--- src/rtl/pyjamask96_stream_ctrl.sv ---
// Block-level wrapper around the byte-serial pyjamask96 core: loads one plaintext/key pair,
// starts the core, gathers the 12 ciphertext bytes and hands back one 96-bit word.
module pyjamask96_stream_ctrl #(
    parameter int START_CYCLES = 2,
    parameter int GAP_CYCLES   = 1,
    parameter int TIMEOUT      = 4096
) (
    input  logic         clk,
    input  logic         reset_n,
    input  logic         in_valid,
    output logic         in_ready,
    input  logic [95:0]  pt_in,
    input  logic [127:0] key_in,
    output logic         out_valid,
    input  logic         out_ready,
    output logic [95:0]  ct_out,
    output logic         busy,
    output logic         err,
    output logic         core_load,
    output logic         core_start,
    output logic [7:0]   core_byte_in,
    output logic [7:0]   core_byte_key_in,
    input  logic         core_valid,
    input  logic [7:0]   core_byte_out
);
    // Handshakes: a transfer happens on a rising edge where valid and ready are both high;
    // valid is never withdrawn by this block once raised, and ready never depends on valid.

    localparam int TW = (TIMEOUT > 1) ? $clog2(TIMEOUT) : 1;
    localparam int CW = 8;

    typedef enum logic [2:0] {
        S_IDLE, S_LOAD, S_GAP, S_START, S_WAIT, S_COLLECT, S_DONE
    } state_t;

    state_t         state_q, state_d;
    logic [3:0]     idx_q, idx_d;
    logic [CW-1:0]  cnt_q, cnt_d;
    logic [TW-1:0]  timer_q, timer_d;
    logic [95:0]    pt_q, pt_d;
    logic [127:0]   key_q, key_d;
    logic [95:0]    ct_q, ct_d;
    logic           in_ready_q, in_ready_d;
    logic           out_valid_q, out_valid_d;
    logic           busy_q, busy_d;
    logic           err_q, err_d;
    logic           load_q, load_d;
    logic           start_q, start_d;
    logic [7:0]     byte_in_q, byte_in_d;
    logic [7:0]     byte_key_q, byte_key_d;

    // Byte i counted from the MSB end; indices past the end shift out to zero, which
    // gives the 00 padding on core_byte_in for load indices 12..15 for free.
    function automatic logic [7:0] pt_byte(input logic [95:0] v, input logic [3:0] i);
        logic [95:0] s;
        s = v << {i, 3'b000};
        return s[95:88];
    endfunction

    function automatic logic [7:0] key_byte(input logic [127:0] v, input logic [3:0] i);
        logic [127:0] s;
        s = v << {i, 3'b000};
        return s[127:120];
    endfunction

    always_comb begin
        state_d     = state_q;
        idx_d       = idx_q;
        cnt_d       = cnt_q;
        timer_d     = timer_q;
        pt_d        = pt_q;
        key_d       = key_q;
        ct_d        = ct_q;
        in_ready_d  = 1'b0;
        out_valid_d = 1'b0;
        err_d       = 1'b0;
        load_d      = 1'b0;
        start_d     = 1'b0;
        byte_in_d   = 8'h00;
        byte_key_d  = 8'h00;

        case (state_q)
            S_IDLE: begin
                if (in_valid && in_ready_q) begin
                    pt_d       = pt_in;
                    key_d      = key_in;
                    idx_d      = 4'd0;
                    state_d    = S_LOAD;
                    load_d     = 1'b1;
                    byte_in_d  = pt_byte(pt_in, 4'd0);
                    byte_key_d = key_byte(key_in, 4'd0);
                end else begin
                    in_ready_d = 1'b1;
                end
            end
            S_LOAD: begin
                if (idx_q == 4'd15) begin
                    cnt_d = '0;
                    if (GAP_CYCLES == 0) begin
                        state_d = S_START;
                        start_d = 1'b1;
                    end else begin
                        state_d = S_GAP;
                    end
                end else begin
                    idx_d      = idx_q + 4'd1;
                    load_d     = 1'b1;
                    byte_in_d  = pt_byte(pt_q, idx_q + 4'd1);
                    byte_key_d = key_byte(key_q, idx_q + 4'd1);
                end
            end
            S_GAP: begin
                if (cnt_q == CW'(GAP_CYCLES - 1)) begin
                    state_d = S_START;
                    start_d = 1'b1;
                    cnt_d   = '0;
                end else begin
                    cnt_d = cnt_q + 1'b1;
                end
            end
            S_START: begin
                if (cnt_q == CW'(START_CYCLES - 1)) begin
                    state_d = S_WAIT;
                    timer_d = '0;
                end else begin
                    cnt_d   = cnt_q + 1'b1;
                    start_d = 1'b1;
                end
            end
            S_WAIT: begin
                if (core_valid) begin
                    ct_d    = {ct_q[87:0], core_byte_out};
                    cnt_d   = CW'(1);
                    state_d = S_COLLECT;
                end else if (timer_q == TW'(TIMEOUT - 1)) begin
                    err_d      = 1'b1;
                    state_d    = S_IDLE;
                    in_ready_d = 1'b1;
                end else begin
                    timer_d = timer_q + 1'b1;
                end
            end
            S_COLLECT: begin
                // Cycles without core_valid are simply skipped; the core may stall mid-stream.
                if (core_valid) begin
                    ct_d  = {ct_q[87:0], core_byte_out};
                    cnt_d = cnt_q + 1'b1;
                    if (cnt_q == CW'(11)) begin
                        state_d     = S_DONE;
                        out_valid_d = 1'b1;
                    end
                end
            end
            S_DONE: begin
                if (out_ready) begin
                    state_d    = S_IDLE;
                    in_ready_d = 1'b1;
                end else begin
                    out_valid_d = 1'b1;
                end
            end
            default: state_d = S_IDLE;
        endcase

        busy_d = (state_d != S_IDLE);
    end

    always_ff @(posedge clk or negedge reset_n) begin
        if (!reset_n) begin
            state_q     <= S_IDLE;
            idx_q       <= '0;
            cnt_q       <= '0;
            timer_q     <= '0;
            pt_q        <= '0;
            key_q       <= '0;
            ct_q        <= '0;
            in_ready_q  <= 1'b0;
            out_valid_q <= 1'b0;
            busy_q      <= 1'b0;
            err_q       <= 1'b0;
            load_q      <= 1'b0;
            start_q     <= 1'b0;
            byte_in_q   <= 8'h00;
            byte_key_q  <= 8'h00;
        end else begin
            state_q     <= state_d;
            idx_q       <= idx_d;
            cnt_q       <= cnt_d;
            timer_q     <= timer_d;
            pt_q        <= pt_d;
            key_q       <= key_d;
            ct_q        <= ct_d;
            in_ready_q  <= in_ready_d;
            out_valid_q <= out_valid_d;
            busy_q      <= busy_d;
            err_q       <= err_d;
            load_q      <= load_d;
            start_q     <= start_d;
            byte_in_q   <= byte_in_d;
            byte_key_q  <= byte_key_d;
        end
    end

    assign in_ready         = in_ready_q;
    assign out_valid        = out_valid_q;
    assign ct_out           = ct_q;
    assign busy             = busy_q;
    assign err              = err_q;
    assign core_load        = load_q;
    assign core_start       = start_q;
    assign core_byte_in     = byte_in_q;
    assign core_byte_key_in = byte_key_q;

endmodule

--- config.mk ---
export PLATFORM = sky130hd
export DESIGN_NAME = pyjamask96_stream_ctrl
export DESIGN_NICKNAME = d
export VERILOG_FILES = /design/src/rtl/pyjamask96_stream_ctrl.sv
export SDC_FILE = /design/constraint.sdc
export NUM_CORES = 1
export LEC_CHECK = 0
export BUFFER_PORTS_ARGS = -buffer_cell sky130_fd_sc_hd__buf_2
export CAP_MARGIN = 20
export CORE_ASPECT_RATIO = 0.6
export CORE_UTILIZATION = 35
export DETAILED_ROUTE_END_ITERATION = 10
export HOLD_SLACK_MARGIN = 0.12
export PLACE_DENSITY_LB_ADDON = 0.25
export SYNTH_ARGS = -nofsm -noshare
export SYNTH_HDL_FRONTEND = slang
export SYNTH_SLANG_ARGS = --single-unit
--- constraint.sdc ---
create_clock -name clk -period 2.45 [get_ports clk]
set_input_delay 0.1225 -clock clk [delete_from_list [all_inputs] [get_ports clk]]
set_output_delay 0.1225 -clock clk [all_outputs]
set_load 0.01 [all_outputs]
After elaboration in Yosys (flattened, before gate mapping). Index checks and enable logic that the tools add are counted.

Register bits: 369. Word-level logic and storage cells: 97. Bits of input ports: 237. Output and inout port bits: 118.

Equality and inequality tests: 19. Mux-type cells: 45. Shift-type cells: 2. Add/sub/neg operators: 3. Reduce and logical (&&, ||, !) cells: 13.

Operator list (count): $shl A128 B7 Y128 (1); $shl A96 B7 Y96 (1); $mux W8 (9); $pmux W8 S5 (1); $mux W12 (3); $pmux W8 S2 (2); $mux W3 (9); $pmux W12 S2 (1); $pmux W3 S7 (1); $ne A2 B2 Y1 const B (9); $add A12 B1 Y12 const B (1); $eq A12 B12 Y1 const B (1); $mux W1 (12); $eq A3 B3 Y1 const B (3); $add A8 B1 Y8 const B (1); $eq A8 B1 Y1 const B (1); $eq A8 B4 Y1 const B (1); $logic_not A8 Y1 (1); $mux W4 (2); $pmux W4 S2 (1); $eq A3 B2 Y1 const B (2); $pmux W1 S2 (3); $reduce_and A5 Y1 (1); $reduce_bool A5 Y1 (1); other kinds (12) (14).

Longest topological paths before layout.
Word-level depth: 5. Gate-level depth with buffers: 9. Gate-level depth less buffers: 7.

Least setup slack after synthesis. Ideal clock, no wire load.

Kind: flip-flop to flip-flop. Start: reg cnt_q[2]. End: reg busy_q (netlist: busy). Stages on the path, launching flop included: 6. Data required time: 2.319 ns. Data arrival time: 2.100 ns. Path slack: 0.219 ns. Period minus slack after synthesis: 2.231 ns. Cells stage by stage: dfrtp_1 -> or3_4 -> or4_4 -> nor2b_4 -> a2111o_1 -> or3_1.

Cells in the longest elaborated chain, start to end: 5.

Ends and longest elaborated chain: start, declared (RTL line 38) `logic [CW-1:0] cnt_q, cnt_d;`; start signal, assigned (RTL line 188) `cnt_q <= cnt_d;`; $eq A8 B4 Y1 (RTL line 148) `if (cnt_q == CW'(11)) begin`; $mux W3 (RTL line 148); $mux W3 (RTL line 145) `if (core_valid) begin`; $pmux W3 S7 (*) (RTL line 82) `case (state_q)`; via state_d[0] (RTL line 36) `state_t state_q, state_d;`; $reduce_bool A3 Y1 (*) (RTL line 165) `busy_d = (state_d != S_IDLE);`; via busy_d (RTL line 45) `logic busy_q, busy_d;`; end signal, assigned (RTL line 195) `busy_q <= busy_d;`; end, declared (RTL line 45).

Mark *: on every way through the listed nets, which the timed path passes. The rest lies on a longest branch. A chain may end at the register's enable or synchronous reset.

Final worst setup path.
Start: reg cnt_q[4]. End: reg busy_q (netlist: busy).

The elaborated chain is that of the path after synthesis.

==> metrics.yaml <==
layout:
  multiInputGateArea_um2: 6336
  drive_gt1_share_pct: 26.41
  layout.cells.non_filler: 2847
  register_area_um2: 9235
  nFillCells: 4157
  finalInstanceArea_um2: 22380
  syn_to_final_growth_pct: 40.50
  final_nets: 2466
synthesis:
  synth_seq_cells: 369
  yosysUniqueCellTypes: 54
  yosysMostFrequentCell: "nand2_1"
  synth_top_area_share_pct: 57.96
  synth_ff_type: "dfrtp_1"
  syn_nets: 1882
  synth-simple-area-share_pct: 24.03
  synthCells: 1640
  ys_seq_area_share_pct: 57.96
  synth_edf_count: 0
  synth_area_um2: 15930
  synthTopCellsByCount: "812 x nand2_1, 369 x dfrtp_1, 96 x mux2_2, 82 x clkbuf_1, 55 x nand3_1"
  synth_async_sr_flop_share_pct: 100.0
  synth_top_area_cell: "dfrtp_1"
  avgSynthCellArea_um2: 9.714
  muxShareOfSynthArea_pct: 11.31
  synthAdderAreaFrac_pct: 0.3927
  yosysWarnings: 0
  synth_compound_area_share_pct: 3.032
  synth_top_family_by_area: "simple AND/OR/NAND/NOR gates"
  synth.area.top_cells: "dfrtp_1 58%, nand2_1 19%, mux2_2 6.8%"
  synthXorXnorAreaFrac_pct: 0.6598
floorplanning:
  io_pins: 355
  core_region_area_um2: 44820
  die-area_um2: 46400
  die_y_um: 167.3
  rows: 60
  start_util_pct: 35.54
  die_w_um: 277.4
placement:
  placed_cells: 2535
  post-dp-hpwl_um: 34130
  numPortBuffers: 354
  dp_slack_ps: 79.50
  gp_congestion: 0.8748
  place_area_um2: 18670
clock_tree:
  cts_made_buffers: 39
  cts_setup_buffers: 0
  cts.sinks: 369
  cts_root_buffer: "clkbuf_16"
  clk_pin_slew_ps: 60
  tritoncts: "yes"
  htree_levels: 2
  clk_latency_ps: 550
  clock_path_buffers: 3
routing:
  routed.top_layer: "met5"
  first_pass_iters: 5
  wl_met3_um: 2727
  drt_iter0_drc: 1111
  post_drt_via_cell_ratio: 4.860
  dr_wl_met2_um: 22430
  drc: 0
  wire_per_inst_um: 17.57
  drt-met1-wl_um: 23720
  detailroute.via_count: 13840
  postRouteAntennaNets: 0
  routed_wl_um: 50010
sta:
  hold_ws_ps: 208.2
  finalMaxSlewViolations: 0
  max-slew-margin-rel_pct: 50.22
  worst_pin_slew_ps: 740.6
  fin_crit_ps: 2348
  timing.final.crit_share_pct: 95.85
  setup_violations: 0
  post-route-worst-setup-slack_ps: 101.8
  fmax_mhz: 425.9
  hold_viol: 0
  fin_skew_ps: 22.64
setup_path:
  crit_required_ps: 2860
  cp-start-kind: "flop"
  r2r-end: "busy"
  cp-endpoint: "busy"
  critPathArrivalTime_ps: 2760
  end_kind: "flop"
  critPathMaxFanout: 7
  r2r_slack_ps: 100
  critPathKind: "flop to flop"
  reg2reg_from: "cnt_q[4]"
  worstSetupStartpoint: "cnt_q[4]"
  reg2reg_depth: 5
global_route:
  track_usage_pct: 21.41
  antenna_found_initial: 6
  grt_pass1_wl_um: 78070
  grt_pass1_vias: 13890
  grt_max_degree: 109
  overflow: 0
power:
  leakagePower_nw: 11.37
  power.total_w: 0.02671
  ir_drop_mv: 0.6487
  p_per_area_nw_per_um2: 1193
run:
  cap_violations: 0
status:
  status: "complete, no violations"
hold_path:
  hold_path_class: "input pin to async pin"
[routing by layer]
metal / GRT usage, % / vias up
met2: 32.31 / 401
met3: 3.809 / 76
met1: 31.51 / 6815
met4: 5.966 / 2
met5: 0 / -
li1: - / 6543
[layout by cell type (no fill, tap or decap), types with 13 or more instances in the layout]
| cell type | n |
|---|---|
| clkbuf_1 | 13 |
| nor2_1 | 23 |
| mux4_2 | 24 |
| buf_4 | 33 |
| dlygate4sd3_1 | 238 |
| a32oi_1 | 23 |
| nand3_1 | 54 |
| buf_12 | 15 |
| mux2_2 | 96 |
| mux2i_1 | 18 |
| nand4_1 | 21 |
| nand2_1 | 812 |
| clkbuf_16 | 40 |
| buf_2 | 353 |
| dfrtp_1 | 368 |
[sequential cells by signal (all words and copies together), names as in the netlist]
name and count:
key_q 128, ct_out 96, pt_q 96, timer_q 12, cnt_q 8, core_byte_in 8
core_byte_key_in 8, idx_q 4, state_q 3, busy 1, core_load 1, core_start 1
err 1, in_ready 1, out_valid 1
[final cells by class]
class,instances,share of cell area (%)
clock inverters,12,0.8945
multi-input cells,1168,28.31
flip-flops and latches,369,41.26
clock buffers,58,4.998
well taps,589,3.293
inverters,5,0.08385
repair buffers,641,21.10
diodes,5,0.05590
[critical path, cell delays in order (launching register included)]
cell,delay (ps)
dfrtp_1,450
or3_4,420
or4_4,490
nor2b_4,140
a2111o_1,360
or3_1,370
[metrics by stage]
step           util (%)  setup TNS [ps]
2_1_floorplan         -               0
3_3_place_gp      41.65               0
3_5_place_dp      41.65               0
4_1_cts           49.91               0
5_1_grt           49.93          -1.643
6_report          49.94               0
[where the power goes]
part	internal, W	switching, W
Sequential	0.00896	0.00190
Clock	0.00370	0.00247
Combinational	0.00437	0.00530
[how the worst min path moves through the flow]
stage | startpoint | to | slack, ps | depth (start not counted)
3_5_place_dp | reset_n | timer_q[10] | -60 | 1
4_1_cts | reset_n | timer_q[6] | 240 | 3
3_3_place_gp | reset_n | timer_q[9] | -60 | 1
5_1_grt | reset_n | timer_q[6] | 260 | 3
6_report | reset_n | timer_q[6] | 210 | 3
2_1_floorplan | reset_n | busy | -170 | 0
[what timing repair did]
item | in CTS | in global routing
endpoints found under the setup margin | 0 | 13
hold buffers | 238 | 0
resized for setup | 0 | 3
endpoints found under the hold margin | 623 | 0
[cell families (layout without fill, tap and decap cells)]
kind of cell / Yosys count / in the layout
AOI/OAI and AO/OA: 62 / 62
xor gates and xnor gates: 12 / 12
adders and majority gates: 5 / 5
buffers and inverters: 103 / 716
DFF: 369 / 369
muxes: 138 / 138
other: 0 / 5
and+or+nand+nor: 951 / 951
(Power assumes the default switching activity.)
